`config.mk`:
```
export PLATFORM = sky130hd
export DESIGN_NAME = adder
export DESIGN_NICKNAME = d
export VERILOG_FILES = /design/src/rtl/adder.sv
export SDC_FILE = /design/constraint.sdc
export NUM_CORES = 1
export LEC_CHECK = 0
export CAP_MARGIN = 20
export CORE_AREA = 2 2 39 41
export CTS_BUF_LIST = sky130_fd_sc_hd__clkbuf_4 sky130_fd_sc_hd__clkbuf_8
export DETAILED_ROUTE_END_ITERATION = 7
export DIE_AREA = 0 0 41 43
export PLACE_DENSITY_LB_ADDON = 0.15
export SYNTH_ARGS = -nofsm -noshare
export SYNTH_HDL_FRONTEND = slang
export SYNTH_SLANG_ARGS = --single-unit
```
`constraint.sdc`:
```
create_clock -name clk -period 5.15 [get_ports clk]
set_input_delay 1.03 -clock clk [delete_from_list [all_inputs] [get_ports clk]]
set_output_delay 1.03 -clock clk [all_outputs]
set_load 0.01 [all_outputs]
```
`src/rtl/adder.sv`:
```
// ---------------------------------------------------------------------------
// adder
//
// Purpose:
//   Clocked ripple-carry adder used as the arithmetic core of the 8-bit CPU
//   datapath (ALU add/increment path). Operands and carry-in are sampled on
//   the rising clock edge. The sum and carry-out come from output registers
//   one cycle later. A new result is loaded every cycle, with no enable.
//
// Optional feature (macro ADDER_FLAGS_EN):
//   When ADDER_FLAGS_EN is defined, registered signed-overflow and zero
//   flags are added for the CPU status register. When it is undefined, those
//   ports and registers do not exist, and Sum/Carry_out behave the same.
//
// Ports:
//   clk        in   1      clock, all state updates on the rising edge
//   rst        in   1      synchronous active-high reset (has priority)
//   A          in   WIDTH  operand A (two's complement when flags are used)
//   B          in   WIDTH  operand B
//   Carry_in   in   1      carry into bit 0
//   Sum        out  WIDTH  registered (A + B + Carry_in) mod 2^WIDTH
//   Carry_out  out  1      registered carry out of bit WIDTH-1
//   Overflow   out  1      registered signed overflow  (ADDER_FLAGS_EN only)
//   Zero       out  1      registered sum-is-zero flag (ADDER_FLAGS_EN only)
// ---------------------------------------------------------------------------
module adder #(
    parameter int WIDTH = 8
) (
    input  logic             clk,
    input  logic             rst,
    input  logic [WIDTH-1:0] A,
    input  logic [WIDTH-1:0] B,
    input  logic             Carry_in,
    output logic [WIDTH-1:0] Sum,
    output logic             Carry_out
`ifdef ADDER_FLAGS_EN
    ,
    output logic             Overflow,
    output logic             Zero
`endif
);

    // The carry chain. carry[i] is the carry into bit i and carry[WIDTH] is
    // the carry out of the top bit.
    logic [WIDTH:0]   carry;
    logic [WIDTH-1:0] sum_bits;

    assign carry[0] = Carry_in;

    // Full-adder chain. The clock period must cover the ripple through all
    // WIDTH stages.
    for (genvar i = 0; i < WIDTH; i++) begin : g_full_adder
        assign sum_bits[i]  = A[i] ^ B[i] ^ carry[i];
        assign carry[i + 1] = (A[i] & B[i]) | (carry[i] & (A[i] ^ B[i]));
    end

    logic [WIDTH-1:0] sum_d,       sum_q;
    logic             carry_out_d, carry_out_q;

    // Next-state values for the result registers. Reset is applied in the
    // register process so that it always overrides the arithmetic result.
    always_comb begin
        sum_d       = sum_bits;
        carry_out_d = carry[WIDTH];
    end

    // Result registers. An operation sampled on a reset edge is dropped and
    // is not replayed later.
    always_ff @(posedge clk) begin
        if (rst) begin
            sum_q       <= '0;
            carry_out_q <= 1'b0;
        end else begin
            sum_q       <= sum_d;
            carry_out_q <= carry_out_d;
        end
    end

    assign Sum       = sum_q;
    assign Carry_out = carry_out_q;

`ifdef ADDER_FLAGS_EN
    logic overflow_d, overflow_q;
    logic zero_d,     zero_q;

    // Signed overflow is set when the carries into and out of the sign bit
    // differ. Zero looks only at the sum bits, so a carry-out of 1 with an
    // all-zero sum still reports zero.
    always_comb begin
        overflow_d = carry[WIDTH] ^ carry[WIDTH-1];
        zero_d     = ~|sum_bits;
    end

    // Flag registers. Zero resets to 0 as a fixed value. It is not derived
    // from the cleared sum.
    always_ff @(posedge clk) begin
        if (rst) begin
            overflow_q <= 1'b0;
            zero_q     <= 1'b0;
        end else begin
            overflow_q <= overflow_d;
            zero_q     <= zero_d;
        end
    end

    assign Overflow = overflow_q;
    assign Zero     = zero_q;
`endif

endmodule

```
=== After elaboration in Yosys (flattened, before gate mapping) ===
Index checks and enable logic that the tools add are counted.

* Register bits: 9
* Input port bits: 19
* Output and inout bits: 9

* Bitwise logic cells: 40

{| class="wikitable"
|+ Operators by type and width
! operator !! count
|-
| 1-bit AND || 16
|-
| 1-bit bitwise XOR || 16
|-
| 1-bit bitwise OR || 8
|}

=== Logic depth before layout (Yosys ltp) ===
Gate-level depths: netlist of run 1.

* Depth in word-level cells: 17
* Gate-level depth with buffers: 12

=== Worst setup path before layout of run 1 ===
OpenSTA, ideal clock, no wires.

* Kind: input-to-reg
* Start point: input port A[0]
* End point: register sum_q[7] (netlist: Sum[7])
* Library setup time: 0.064 ns
* Arrival time: 4.094 ns
* Slack: 0.992 ns
* Cell stages on the path: 12
* Path buffers: 0
* Cell sequence: fa_1 -> inv_1 -> fa_1 -> inv_1 -> fa_1 -> fa_1 -> fa_1 -> fa_1 -> fa_1 -> inv_1 -> fa_1 -> nor2_1

* Word-level cells in the longest chain between the ends: 16
* Elaborated cells on any way between the ends: 17

{| class="wikitable"
|+ RTL lines
! element !! line !! text
|-
| start, declared || 31 || <nowiki>input logic [WIDTH-1:0] A,</nowiki>
|-
| 1-bit bitwise XOR || 54 || <nowiki>assign carry[i + 1] = (A[i] & B[i]) | (carry[i] & (A[i] ^ B[i]));</nowiki>
|-
| 1-bit AND || 54 ||
|-
| 1-bit bitwise OR (*) || 54 ||
|-
| 1-bit AND (*) || 54 ||
|-
| 1-bit bitwise OR (*) || 54 ||
|-
| 1-bit AND (*) || 54 ||
|-
| 1-bit bitwise OR (*) || 54 ||
|-
| 1-bit AND (*) || 54 ||
|-
| 1-bit bitwise OR (*) || 54 ||
|-
| 1-bit AND (*) || 54 ||
|-
| 1-bit bitwise OR (*) || 54 ||
|-
| 1-bit AND (*) || 54 ||
|-
| 1-bit bitwise OR (*) || 54 ||
|-
| 1-bit AND (*) || 54 ||
|-
| 1-bit bitwise OR (*) || 54 ||
|-
| 1-bit bitwise XOR (*) || 53 || <nowiki>assign sum_bits[i] = A[i] ^ B[i] ^ carry[i];</nowiki>
|-
| end signal, assigned || 74 || <nowiki>sum_q <= sum_d;</nowiki>
|-
| end, declared || 57 || <nowiki>logic [WIDTH-1:0] sum_d, sum_q;</nowiki>
|}

Mark *: on every way between the ends. The rest lies on a longest branch, timed or not.
A chain may end at the register's enable or synchronous reset.

=== Worst setup path in the final report of run 1 ===
Same ends and word-level chain as after synthesis.

==> results of run 1 <==
how the worst max path moves through the flow:
stage,endpoint,cells after the start,slack [ps]
2_1_floorplan,Sum[7],12,990
3_3_place_gp,Sum[7],13,420
3_5_place_dp,Sum[7],13,430
4_1_cts,Sum[7],13,700
5_1_grt,Sum[7],13,550
6_report,Sum[7],13,700
layout make-up:
class / instances / area share
Timing Repair Buffer: 27 / 0.367
Multi-Input combinational cell: 17 / 0.284
Sequential cell: 9 / 0.245
Clock buffer: 4 / 0.0408
Inverter: 7 / 0.0357
Tap cell: 16 / 0.0272
through the flow:
stage | utilization | cells | setup WS (ps) | area (sq um) | hold slack, ps
floorplan | - | 33 | 992 | 415 | 1100
global placement | 0.510 | 76 | 419 | 706 | 1750
detailed placement | 0.510 | 76 | 431 | 706 | 1750
CTS | 0.532 | 80 | 698 | 736 | 1480
global route | 0.532 | 80 | 549 | 736 | 1500
finish | 0.532 | 80 | 705 | 736 | 1490
per-layer routing:
layer  wire length [um]  global-route usage
met2                274               0.106
met3                 69              0.0157
met4                  0               0.100
met1                239               0.115
met5                  0                   0
kinds of logic after synthesis:
family / after synthesis / synth area share
AND/OR/NAND/NOR: 9 / 0.117
adder cells (fa/ha/maj): 8 / 0.386
flip-flops: 9 / 0.434
buffers and inverters: 7 / 0.0633
sequential cells by signal, summed over array words and instances, names as in the netlist:
register   count
Carry_out      1
Sum            8
power breakdown:
group	switching (mW)	total (mW)	leakage [nW]	internal (mW)
Sequential	0.00193	0.0802	0.0750	0.0782
Combinational	0.0184	0.0537	0.218	0.0353
Clock	0.0209	0.0557	0.0184	0.0349
critical path: cells and delay by family:
family                     cells  cell delay (ps)
adders and majority gates      8             2890
buffers and inverters          4              630
and+or+nand+nor                1              100
placed cells by master, fill, tap and decap left out:
cell / n
clkbuf_4: 4
nor2b_1: 6
inv_1: 7
dfxtp_1: 9
nor2_1: 3
fa_1: 8
clkdlybuf4s50_1: 27
==> results.json, run 1 <==
{
  "postSynthAreaPerCell_sq_um": 12.6,
  "gp_congestion": 0.552,
  "row_count": 14,
  "startpoint_type": "input port",
  "fmax_mhz": 225,
  "synth-seq-cells": 9,
  "drtIter0Drc": 1,
  "crit_top_cell": "fa_1",
  "start_util": 0.300,
  "antenna_found_initial": 0,
  "synth_edf_count": 0,
  "place.detailed.hpwl_um": 557,
  "path_class": "in2reg",
  "fp.dieW_um": 41,
  "cts_buffers": 3,
  "vias": 298,
  "nets": 92,
  "multi_input_area_sq_um": 209,
  "port_buffers": 27,
  "post-route-period-util": 0.863,
  "cp_max_fo": 1,
  "ys_seq_area_frac": 0.434,
  "grt_start_max_net_pins": 10,
  "synth_top_cell_by_area": "dfxtp_1",
  "yosysMostFrequentCell": "dfxtp_1",
  "wl_per_cell_um": 7.29,
  "endpoint_kind": "flop",
  "syn_inst": 33,
  "synth-async-reset-ratio": 0,
  "path_cells": "clkdlybuf4s50_1 -> fa_1 -> inv_1 -> fa_1 -> inv_1 -> fa_1 -> fa_1 -> fa_1 -> fa_1 -> fa_1 -> inv_1 -> fa_1 -> nor2_1",
  "max_stage_delay_ps": 430,
  "cts_max_level": 1,
  "max_slew_margin": 0.808,
  "power_mw": 0.190,
  "track_usage": 0.0878,
  "whs_path_depth": 4,
  "netlist_top_cells_area": "dfxtp_1, fa_1, nor2b_1, inv_1, nor2_1",
  "drc": 0,
  "synth_nets": 60,
  "p_leak_nw": 0.311,
  "area_growth_pct": 77.1,
  "dieArea_sq_um": 1760,
  "coreArea_sq_um": 1380,
  "cts_setup_buffers": 0,
  "via_per_inst": 3.73,
  "cts_buffer_depth": 2,
  "die_h_um": 43,
  "tightest_slew_ps": 288,
  "synth_common_cells": "dfxtp_1, fa_1, inv_1",
  "antenna_left": 0,
  "synth.distinct_cells": 5,
  "cts_tree": "built",
  "hold_viol": 0,
  "hold_end": "Sum[7]",
  "critPathArrivalTime_ps": 4630,
  "root_buffer": "clkbuf_4",
  "hold_path_class": "in2reg",
  "clk_pin_slew_ps": 50,
  "synth_top_area_frac": 0.434,
  "min_period_ps": 4450,
  "regArea_sq_um": 180,
  "drt-total-wl_um": 583,
  "min_from": "A[7]",
  "status": "completed",
  "ys_warn_count": 0,
  "ys.flop_type": "dfxtp_1",
  "cp_slowest_cell": "clkdlybuf4s50_1",
  "final_max_slew_viol_count": 0,
  "irDropWorstVdd_uv": 74.1,
  "first_pass_iters": 2,
  "syn_area_sq_um": 415,
  "gr-total-overflow": 0,
  "grt_pass1_wl_um": 972,
  "grt_pass1_vias": 255,
  "drv_cap": 0,
  "fin_tns_setup_ps": 0,
  "setup_viol": 0,
  "fill_cells": 137,
  "cp.required_ps": 5330,
  "diodes": 0,
  "powerDensity_nw_per_um2": 258,
  "critical_path.startpoint": "A[0]",
  "rsz0062_at_grt": "no",
  "drive_above_1_share": 0.0625,
  "cts_hold_buffers": 0,
  "io_pins": 28,
  "clock-sinks": 9,
  "cts_resized": 0
}
Power figures use the tool's default switching activity.
==> inputs of run 2 (changes only) <==
==> constraint.sdc (replaced) <==
create_clock -name clk -period 5.15 [get_ports clk]
set_input_delay 0.515 -clock clk [delete_from_list [all_inputs] [get_ports clk]]
set_output_delay 0.515 -clock clk [all_outputs]
set_load 0.01 [all_outputs]
==> run 2 against run 1 <==
- die area unchanged
- non-clock buffer count unchanged
- maximum frequency increased by 12%
- highest routed layer unchanged
==> results.json, run 2 (same netlist as run 1, synthesis figures left out) <==
{
  "gp_congestion": 0.588,
  "drc": 0,
  "cts_hold_buffers": 0,
  "place_inst": 76,
  "cts_max_level": 1,
  "cts_buffer_depth": 2,
  "area_growth_pct": 77.1,
  "nets": 92,
  "start_util": 0.300,
  "hold_viol": 0,
  "vias": 309,
  "layout_common_cells": "clkdlybuf4s50_1, dfxtp_1, fa_1",
  "path_cells": "clkdlybuf4s50_1 -> fa_1 -> inv_1 -> fa_1 -> inv_1 -> fa_1 -> fa_1 -> fa_1 -> fa_1 -> fa_1 -> inv_1 -> fa_1 -> nor2_1",
  "endpoint_kind": "flop",
  "coreArea_sq_um": 1380,
  "via_per_inst": 3.86,
  "cp_max_fo": 1,
  "power_mw": 0.192,
  "p_leak_nw": 0.311,
  "drive_above_1_share": 0.0625,
  "cp_slowest_cell": "clkdlybuf4s50_1",
  "port_buffers": 27,
  "status": "completed",
  "diodes": 0,
  "powerDensity_nw_per_um2": 261,
  "setup_viol": 0,
  "root_buffer": "clkbuf_4",
  "max_slew_margin": 0.813,
  "grt_start_max_net_pins": 10,
  "io_pins": 28,
  "hold_path_class": "in2reg",
  "cts_setup_buffers": 0,
  "drv_cap": 0,
  "critPathArrivalTime_ps": 4160,
  "hold_slack_ps": 961,
  "irDropWorstVdd_uv": 78.1,
  "cp.required_ps": 5340,
  "tightest_slew_ps": 279,
  "die_h_um": 43,
  "cts_resized": 0,
  "startpoint_type": "input port",
  "first_pass_iters": 2,
  "final_max_slew_viol_count": 0,
  "rsz0062_at_grt": "no",
  "clk_pin_slew_ps": 60,
  "antenna_left": 0,
  "post-route-period-util": 0.771,
  "stdcell_count": 80,
  "grt_pass1_vias": 292,
  "cts_buffers": 3,
  "wl_per_cell_um": 8.20,
  "max_stage_delay_ps": 430,
  "min_period_ps": 3970,
  "dp_slack_ps": 899,
  "dieArea_sq_um": 1760,
  "gr-total-overflow": 0,
  "largest_register_ffs": 8,
  "path_class": "in2reg",
  "antenna_found_initial": 0,
  "clock-sinks": 9,
  "track_usage": 0.0989,
  "place.detailed.hpwl_um": 611,
  "cts_tree": "built",
  "fill_cells": 144,
  "fp.dieW_um": 41,
  "row_count": 14,
  "final_common_cell": "clkdlybuf4s50_1",
  "drtIter0Drc": 3,
  "fin_tns_setup_ps": 0,
  "grt_pass1_wl_mm": 1.10,
  "drt-total-wl_um": 656,
  "fmax_mhz": 252,
  "postLayoutSetupSlackWorst_ps": 1180,
  "crit_top_cell": "fa_1"
}
## run 2: cell counts in the layout (fill, tap and decap cells not counted)
No cell type changed its count.
## run 2: final timing paths
check                    end  from  slack, ps  cells past startpoint
worst min-delay path  Sum[7]  B[7]        960                      4
worst max-delay path  Sum[7]  A[0]       1180                     13
## run 2: stage by stage
step / utilization / area [sq um]
floorplan: - / 415
global placement: 0.510 / 706
detailed placement: 0.510 / 706
CTS: 0.532 / 736
global route: 0.532 / 736
finish: 0.532 / 736
## run 2: area by class of cell
type                            instances  area, sq um  area share
Multi-Input combinational cell         17          209       0.284
Clock buffer                            4         30.0      0.0408
Timing Repair Buffer                   27          270       0.367
Inverter                                7         26.3      0.0357
Tap cell                               16         20.0      0.0272
Sequential cell                         9          180       0.245
## run 2: critical path, delay by kind of cell
family	cells	cell delay, ps
buffers and inverters	4	640
adder cells (fa/ha/maj)	8	2900
AND/OR/NAND/NOR	1	100
## run 2: power breakdown
part,internal [mW],leakage [nW],switching (mW)
Combinational,0.0361,0.218,0.0194
Sequential,0.0782,0.0750,0.00179
Clock,0.0349,0.0184,0.0220
Total,0.149,0.311,0.0431
## run 2: routing by layer
metal / up-vias / track usage / part of all wire
met4: 0 / 0.100 / 0
met2: 17 / 0.147 / 0.53
met1: 139 / 0.108 / 0.37
li1: 153 / - / -
met3: 0 / 0.0157 / 0.099
met5: - / 0 / 0
==> inputs of run 3 (changes only) <==
==> constraint.sdc (replaced) <==
create_clock -name clk -period 3.9 [get_ports clk]
set_input_delay 0.39 -clock clk [delete_from_list [all_inputs] [get_ports clk]]
set_output_delay 0.39 -clock clk [all_outputs]
set_load 0.01 [all_outputs]
==> run 3 against run 2 <==
- sequential power is 32% higher
- critical path depth is the same
- sequential share of layout area decreased by 0.25 points
- critical endpoint unchanged
==> results.json, run 3 (same netlist as run 1, synthesis figures left out) <==
{
  "status": "completed",
  "cp_slowest_cell": "clkdlybuf4s50_1",
  "grt_pass1_vias": 272,
  "track_usage": 0.0879,
  "final_max_slew_viol_count": 0,
  "fin_tns_setup_ps": 0,
  "coreArea_sq_um": 1380,
  "clk_pin_slew_ps": 60,
  "layout_common_cells": "clkdlybuf4s50_1, dfxtp_1, inv_1",
  "critical_path.startpoint": "A[0]",
  "largest_register_ffs": 8,
  "min_period_ps": 3690,
  "fill_cells": 129,
  "cp_top_family": "adder cells",
  "fp.dieW_um": 41,
  "via_per_inst": 3.66,
  "cts_buffers": 3,
  "powerDensity_nw_per_um2": 340,
  "drc": 0,
  "die_h_um": 43,
  "nets": 92,
  "area_growth_pct": 78.9,
  "vias": 293,
  "drt-total-wl_um": 569,
  "postLayoutCoreUtil": 0.537,
  "final_common_cell": "clkdlybuf4s50_1",
  "path_cells": "clkdlybuf4s50_1 -> fa_1 -> inv_1 -> fa_1 -> inv_1 -> fa_1 -> fa_2 -> fa_2 -> fa_2 -> fa_1 -> inv_1 -> fa_1 -> nor2_1",
  "rsz0062_at_grt": "no",
  "crit_top_cell": "fa_1",
  "min_from": "rst",
  "irDropWorstVdd_uv": 120,
  "endpoint_kind": "flop",
  "critPathArrivalTime_ps": 3880,
  "dieArea_sq_um": 1760,
  "path_class": "in2reg",
  "row_count": 14,
  "worst-path-buf-inv": 4,
  "hold_path_class": "in2reg",
  "setup_viol": 0,
  "p_leak_nw": 0.309,
  "start_util": 0.300,
  "pwr-share-seq": 0.418,
  "wl_per_cell_um": 7.11,
  "grt_start_max_net_pins": 10,
  "root_buffer": "clkbuf_4",
  "cp_max_fo": 1,
  "fmax_mhz": 271,
  "cts_max_level": 1,
  "max_stage_delay_ps": 430,
  "first_pass_iters": 2,
  "port_buffers": 27,
  "hold_viol": 0,
  "power_mw": 0.253,
  "grt_pass1_wl_mm": 1.04,
  "startpoint_type": "input port",
  "cts_buffer_depth": 2,
  "p_int_mw": 0.197,
  "p_comb_frac": 0.286,
  "drive_above_1_share": 0.109,
  "io_pins": 28,
  "antenna_left": 0,
  "tightest_slew_ps": 285,
  "drv_cap": 0,
  "max_slew_margin": 0.809,
  "gp_congestion": 0.548,
  "gr-total-overflow": 0,
  "diodes": 0,
  "post-route-period-util": 0.946,
  "hold_slack_ps": 850,
  "clock-sinks": 9,
  "drtIter0Drc": 1,
  "crit_end": "Sum[7]",
  "cts_setup_buffers": 0,
  "cts_resized": 0,
  "cts_hold_buffers": 0,
  "p_sw_mw": 0.0560,
  "critical_path_depth": 13,
  "cp.required_ps": 4090,
  "antenna_found_initial": 0,
  "p_clk_frac": 0.295,
  "netSwitchingFraction": 0.222,
  "cts_tree": "built"
}
-- run 3: worst min path at each step --
| stage | to | slack, ps | cells after the start |
|---|---|---|---|
| after floorplan | Carry_out | 460 | 1 |
| after global placement | Sum[7] | 1110 | 4 |
| after detailed placement | Sum[1] | 1110 | 4 |
| after CTS | Sum[1] | 840 | 4 |
| after global routing | Carry_out | 870 | 4 |
| final | Carry_out | 850 | 2 |
-- run 3: stage by stage --
step                      setup slack, ps  std cells  area, sq um
after floorplan                       382         33          415
after global placement               -185         76          706
after detailed placement             -189         76          706
after CTS                            77.6         80          736
after global routing                 46.2         80          743
final                                 211         80          743
-- run 3: final cells by class --
| class | count | area, sq um | area share |
|---|---|---|---|
| sequential | 9 | 180 | 0.242 |
| multi-input combinational | 17 | 216 | 0.291 |
| tap | 16 | 20.0 | 0.0269 |
| inverter | 7 | 26.3 | 0.0354 |
| timing repair buffer | 27 | 270 | 0.364 |
| clock buffer | 4 | 30.0 | 0.0404 |
-- run 3: per-layer routing --
layer  global-route usage  wire length (um)
met1                0.109               243
met3               0.0157                59
met4               0.0600                14
met5                    0                 0
met2                0.131               251
-- run 3: power groups by stage --
stage	Combinational (mW)	Sequential, mW	Clock, mW
after floorplan	0.0198	0.114	0
after global placement	0.0726	0.108	0
after detailed placement	0.0727	0.108	0
after CTS	0.0728	0.106	0.0774
after global routing	0.0834	0.106	0.0815
final	0.0724	0.106	0.0747
